[src/rtl/sudoku_input_fsm.sv]
// Input controller for the sudoku datapath: turns button levels into control strobes,
// tracks the cursor, refuses writes to locked cells and enforces a move budget.
module sudoku_input_fsm #(
  parameter int MAX_MOVES = 32,
  parameter int CNT_W     = 6
) (
  input  logic             clka,
  input  logic             restart,
  input  logic             btn_start,
  input  logic             btn_up,
  input  logic             btn_down,
  input  logic             btn_left,
  input  logic             btn_right,
  input  logic             btn_enter,
  input  logic [1:0]       key_value,
  input  logic [1:0]       difficulty_sel,
  input  logic [15:0]      fill_flag,
  input  logic             solved,
  output logic             set_board,
  output logic [1:0]       difficulty,
  output logic             register_inp_flag,
  output logic             dp_check,
  output logic [3:0]       reg_choose,
  output logic [1:0]       value_inp,
  output logic             won,
  output logic             try_again_flag,
  output logic             reject,
  output logic [CNT_W-1:0] move_count
);

  // state | meaning
  // IDLE  | waiting for start; difficulty captured on the start press
  // LOAD  | one-cycle board load; cursor and move count already cleared
  // PLAY  | cursor moves, enter on the selected cell
  // WRITE | one-cycle write strobe; move counted
  // CHECK | one-cycle check strobe
  // EVAL  | solved sampled; decides win, retry or keep playing
  // WON   | won held until start returns to IDLE
  // RETRY | try_again_flag held until start reloads the board

  typedef enum logic [2:0] {
    S_IDLE, S_LOAD, S_PLAY, S_WRITE, S_CHECK, S_EVAL, S_WON, S_RETRY
  } state_t;

  localparam logic [CNT_W-1:0] MOVES_MAX = CNT_W'(MAX_MOVES);

  state_t state, state_nxt;

  // bit order: start, up, down, left, right, enter
  logic [5:0] btn_cur, btn_prev, btn_ev;
  logic       start_ev, up_ev, down_ev, left_ev, right_ev, enter_ev;
  logic [1:0] row, col;
  logic       cell_locked, enter_ok, enter_locked;

  assign btn_cur  = {btn_start, btn_up, btn_down, btn_left, btn_right, btn_enter};
  assign btn_ev   = btn_cur & ~btn_prev;
  assign start_ev = btn_ev[5];
  assign up_ev    = btn_ev[4];
  assign down_ev  = btn_ev[3];
  assign left_ev  = btn_ev[2];
  assign right_ev = btn_ev[1];
  assign enter_ev = btn_ev[0];

  assign cell_locked  = fill_flag[{row, col}];
  assign enter_ok     = (state == S_PLAY) && enter_ev && !cell_locked;
  assign enter_locked = (state == S_PLAY) && enter_ev && cell_locked;

  always_comb begin
    state_nxt = state;
    case (state)
      S_IDLE:  if (start_ev) state_nxt = S_LOAD;
      S_LOAD:  state_nxt = S_PLAY;
      S_PLAY:  if (enter_ok) state_nxt = S_WRITE;
      S_WRITE: state_nxt = S_CHECK;
      S_CHECK: state_nxt = S_EVAL;
      S_EVAL: begin
        if (solved)                       state_nxt = S_WON;
        else if (move_count == MOVES_MAX) state_nxt = S_RETRY;
        else                              state_nxt = S_PLAY;
      end
      S_WON:   if (start_ev) state_nxt = S_IDLE;
      S_RETRY: if (start_ev) state_nxt = S_LOAD;
      default: state_nxt = S_IDLE;
    endcase
  end

  always_ff @(posedge clka) begin
    if (restart) begin
      state      <= S_IDLE;
      btn_prev   <= '1;
      row        <= '0;
      col        <= '0;
      difficulty <= '0;
      value_inp  <= '0;
      move_count <= '0;
      reject     <= 1'b0;
    end else begin
      state    <= state_nxt;
      btn_prev <= btn_cur;
      reject   <= enter_locked;

      if (state == S_IDLE && start_ev)
        difficulty <= difficulty_sel;

      // cleared on the way into LOAD so the load cycle already shows a fresh board
      if (start_ev && (state == S_IDLE || state == S_RETRY)) begin
        row        <= '0;
        col        <= '0;
        move_count <= '0;
      end

      // leaving WON is a soft return to the power-up picture
      if (state == S_WON && start_ev) begin
        row        <= '0;
        col        <= '0;
        move_count <= '0;
        difficulty <= '0;
        value_inp  <= '0;
      end

      if (state == S_PLAY && !enter_ev) begin
        if (up_ev)         row <= row - 2'd1;
        else if (down_ev)  row <= row + 2'd1;
        else if (left_ev)  col <= col - 2'd1;
        else if (right_ev) col <= col + 2'd1;
      end

      if (enter_ok)
        value_inp <= key_value;

      if (state == S_WRITE && move_count != MOVES_MAX)
        move_count <= move_count + CNT_W'(1);
    end
  end

  assign set_board         = (state == S_LOAD);
  assign register_inp_flag = (state == S_WRITE);
  assign dp_check          = (state == S_CHECK);
  assign won               = (state == S_WON);
  assign try_again_flag    = (state == S_RETRY);
  assign reg_choose        = {row, col};

endmodule

[config.mk]
export PLATFORM = sky130hd
export DESIGN_NAME = sudoku_input_fsm
export DESIGN_NICKNAME = d
export VERILOG_FILES = /design/src/rtl/sudoku_input_fsm.sv
export SDC_FILE = /design/constraint.sdc
export NUM_CORES = 1
export LEC_CHECK = 0
export ABC_AREA = 1
export CAP_MARGIN = 20
export CORE_ASPECT_RATIO = 1.2
export CORE_MARGIN = 5
export CORE_UTILIZATION = 44
export DETAILED_ROUTE_END_ITERATION = 16
export GPL_TIMING_DRIVEN = 0
export MAX_ROUTING_LAYER = met4
export PLACE_DENSITY = 0.79
export SYNTH_ARGS = -nofsm -noshare
export SYNTH_HDL_FRONTEND = slang
export SYNTH_SLANG_ARGS = --single-unit
[constraint.sdc]
create_clock -name clka -period 1.6 [get_ports clka]
set_input_delay 0.4 -clock clka [delete_from_list [all_inputs] [get_ports clka]]
set_output_delay 0.4 -clock clka [all_outputs]
set_load 0.05 [all_outputs]
==> results.cfg <==
[floorplan]
core-area_um2 = 3028
fp.dieH_um = 70.90
ios = 49
start_util = 0.4492
rows = 22
fp.dieArea_um2 = 4307
die_w_um = 60.75

[timing]
fin_crit_sh = 0.9894
max_freq_mhz = 631.7
hold_slack_ns = 0.4400
slew_viol_final = 0
worst_pin_slew_ns = 0.4485
finalHoldViolCount = 0
slew-limit-headroom = 0.7010
rsz0062_at_grt = true
setup_violations = 0
fin_crit_ns = 1.583
clock_skew_ns = 0.01843

[place]
dp.cells = 304
dp_hpwl_mm = 2.680
numPortBuffers = 47
routabilityCongestion = 0.8684

[synthesis]
syn_avg_cell_area_um2 = 6.154
syn_inst = 221
ys_seq_area_frac = 0.3533
ys_ff_latch = 24
synth_top_area_frac = 0.3533
yosys-top-cells-area = dfxtp_1 35%, nand2_1 23%, inv_1 8.0%, a21oi_1 6.3%, nor2_1 6.1%
synth_warnings = 0
yosys.area.top_type = dfxtp_1
netlist_area_um2 = 1360
synth_fp_nets = 252
synthDistinctLibCells = 21

[cells_and_area]
n_fill_cell = 292
final_common_cell = nand2_1
synthToLayoutAreaGrowth_pct = 48.11
drive_above_1_share = 0.1884
antennaDiodeCount = 0
final_cell_mix = 81 x nand2_1, 29 x inv_1, 27 x clkdlybuf4s50_1, 19 x nor2_1
final_nets = 308
fin_cells = 312
fin_util = 0.6653

[worst_hold_path]
worstHoldStart = restart
hp-class = primary input to flip-flop
worst_hold_path.num_cells = 2

[pwr]
p_int_uw = 1305
p_clk_frac = 0.198
combPwrFrac = 0.448
p_sw_uw = 911.6
ir_worst_vdd_mv = 1.179
cellLeakagePower_uw = 0.0009111
pwr_density_cell_nw_per_um2 = 1100
p_seq_frac = 0.355
switching_share = 0.4112

[drt]
wl_mm = 3.490
avgViaCountPerCell = 4.885
wl_per_cell_um = 11.19
vias = 1524
route.detailed.drc = 0
ant_nets = 0
drt_first_pass_iters = 5
drt_first_iter_violations = 65

[critical_path]
r2r_cells = 8
crit_slowest_cell = dfxtp_4
path_cells = nand2_2 > nor2_4 > buf_8
max_stage_delay_ns = 0.44
required_ns = 1.20
crit_end = won
end_kind = primary output
cp_max_fo = 7
rrSetupSlack_ns = 0.10
crit_arrival_ns = 1.18
worst-setup-path-type = flip-flop to primary output
r2r_start = state[0]
cp-startpoint = state[2]
cp-start-kind = flip-flop
r2r-end = state[1]

[clocking]
cts.sink_count = 24
cts_tree = built
cts_made_buffers = 3
cts_root_buf = clkbuf_4
clockBufferDepth = 2
insertion_delay_ns = 0.33
clk_pin_slew_ns = 0.14
ctsHtreeMaxLevel = 1

[run]
maxCapViolations = 0

[global_route]
grtUsageTotal = 0.1720
overflow = 0
grt_start_max_net_pins = 15
grt_pass1_vias = 1414
grt_pass1_wl_mm = 5.671
antenna_found_initial = 0

[run_status]
outcome = completed
-- power groups by stage --
stage | Combinational (uW) | Sequential (uW) | Clock, uW
after floorplan | 574 | 843 | 0
after global placement | 897 | 775 | 0
final | 993 | 786 | 438
after detailed placement | 907 | 779 | 0
after CTS | 919 | 767 | 454
after global routing | 1110 | 799 | 476
-- kinds of logic after synthesis --
group | after synthesis | share of synthesized area
AND/OR/NAND/NOR | 124 | 0.3855
buffers and inverters | 36 | 0.1049
AO/OA/AOI/OAI | 34 | 0.1316
flip-flops | 24 | 0.3533
adder cells (fa/ha/maj) | 2 | 0.01840
XOR/XNOR | 1 | 0.006441
-- critical path: cells and delay by family (launching register included) --
| kind | cells | cell delay (ns) |
|---|---|---|
| flip-flops | 1 | 0.44 |
| buffers and inverters | 1 | 0.16 |
| AND/OR/NAND/NOR | 2 | 0.26 |
-- cells in the mapped netlist --
cell type and number:
inv_1 29, inv_2 4, a21oi_1 17, nor3_1 2
nor3_2 3, clkbuf_1 1, nand3_1 10, dfxtp_1 24
ha_1 2, buf_1 1, a31oi_1 1, nor2_1 22
buf_6 1, nand4_1 1, nand2_1 82, a211oi_1 3
nor2_2 1, xor2_1 1, nor3b_4 1, nand2_2 2
o21ai_0 13
-- timing repair --
item | CTS | global route
endpoints found under the hold margin | 0 | 0
pin swaps | 1 | 3
resized for setup | 81 | 19
setup buffers | 2 | 2
hold buffers | 0 | 0
setup endpoints to repair | 20 | 12
-- flip-flops by register name, indices dropped and copies added (netlist names) --
register	flops
reject	1
btn_prev	6
difficulty	2
move_count	6
row	2
value_inp	2
state	3
col	2
-- layout make-up --
type | count | area [um^2] | share of cell area
Timing Repair Buffer | 51 | 500.5 | 0.2484
Buffer | 3 | 18.77 | 0.009317
Sequential cell | 24 | 496.7 | 0.2466
Tap cell | 36 | 45.04 | 0.02236
Clock inverter | 1 | 30.03 | 0.01491
Inverter | 33 | 126.4 | 0.06273
Clock buffer | 3 | 22.52 | 0.01118
Multi-Input combinational cell | 161 | 774.5 | 0.3845
-- per-stage QoR --
step                      setup WS, ns  power (uW)  TNS (ns)  cell area (um^2)
final                          0.01695        2217         0              2014
after CTS                     -0.01206        2140  -0.01206              1967
after detailed placement       -0.3980        1686    -4.057              1897
after floorplan               -0.05982        1417  -0.08834              1381
after global routing          -0.04071        2383   -0.1664              2014
after global placement         -0.4061        1672    -4.108              1897
-- routing by layer --
layer | share of wire | GRT usage | routed length (um)
met1 | 0.42 | 0.1915 | 1453
met2 | 0.50 | 0.2842 | 1734
met3 | 0.066 | 0.02007 | 231
met4 | 0.020 | 0.1036 | 71
met5 | 0 | - | 0
-- worst min-delay path by stage --
stage | to | slack, ns
final | value_inp[0] | 0.44
after global placement | difficulty[1] | 0.45
after global routing | move_count[3] | 0.43
after CTS | move_count[3] | 0.43
after detailed placement | difficulty[0] | 0.46
after floorplan | btn_prev[1] | 0.50
(Power assumes the default switching activity.)
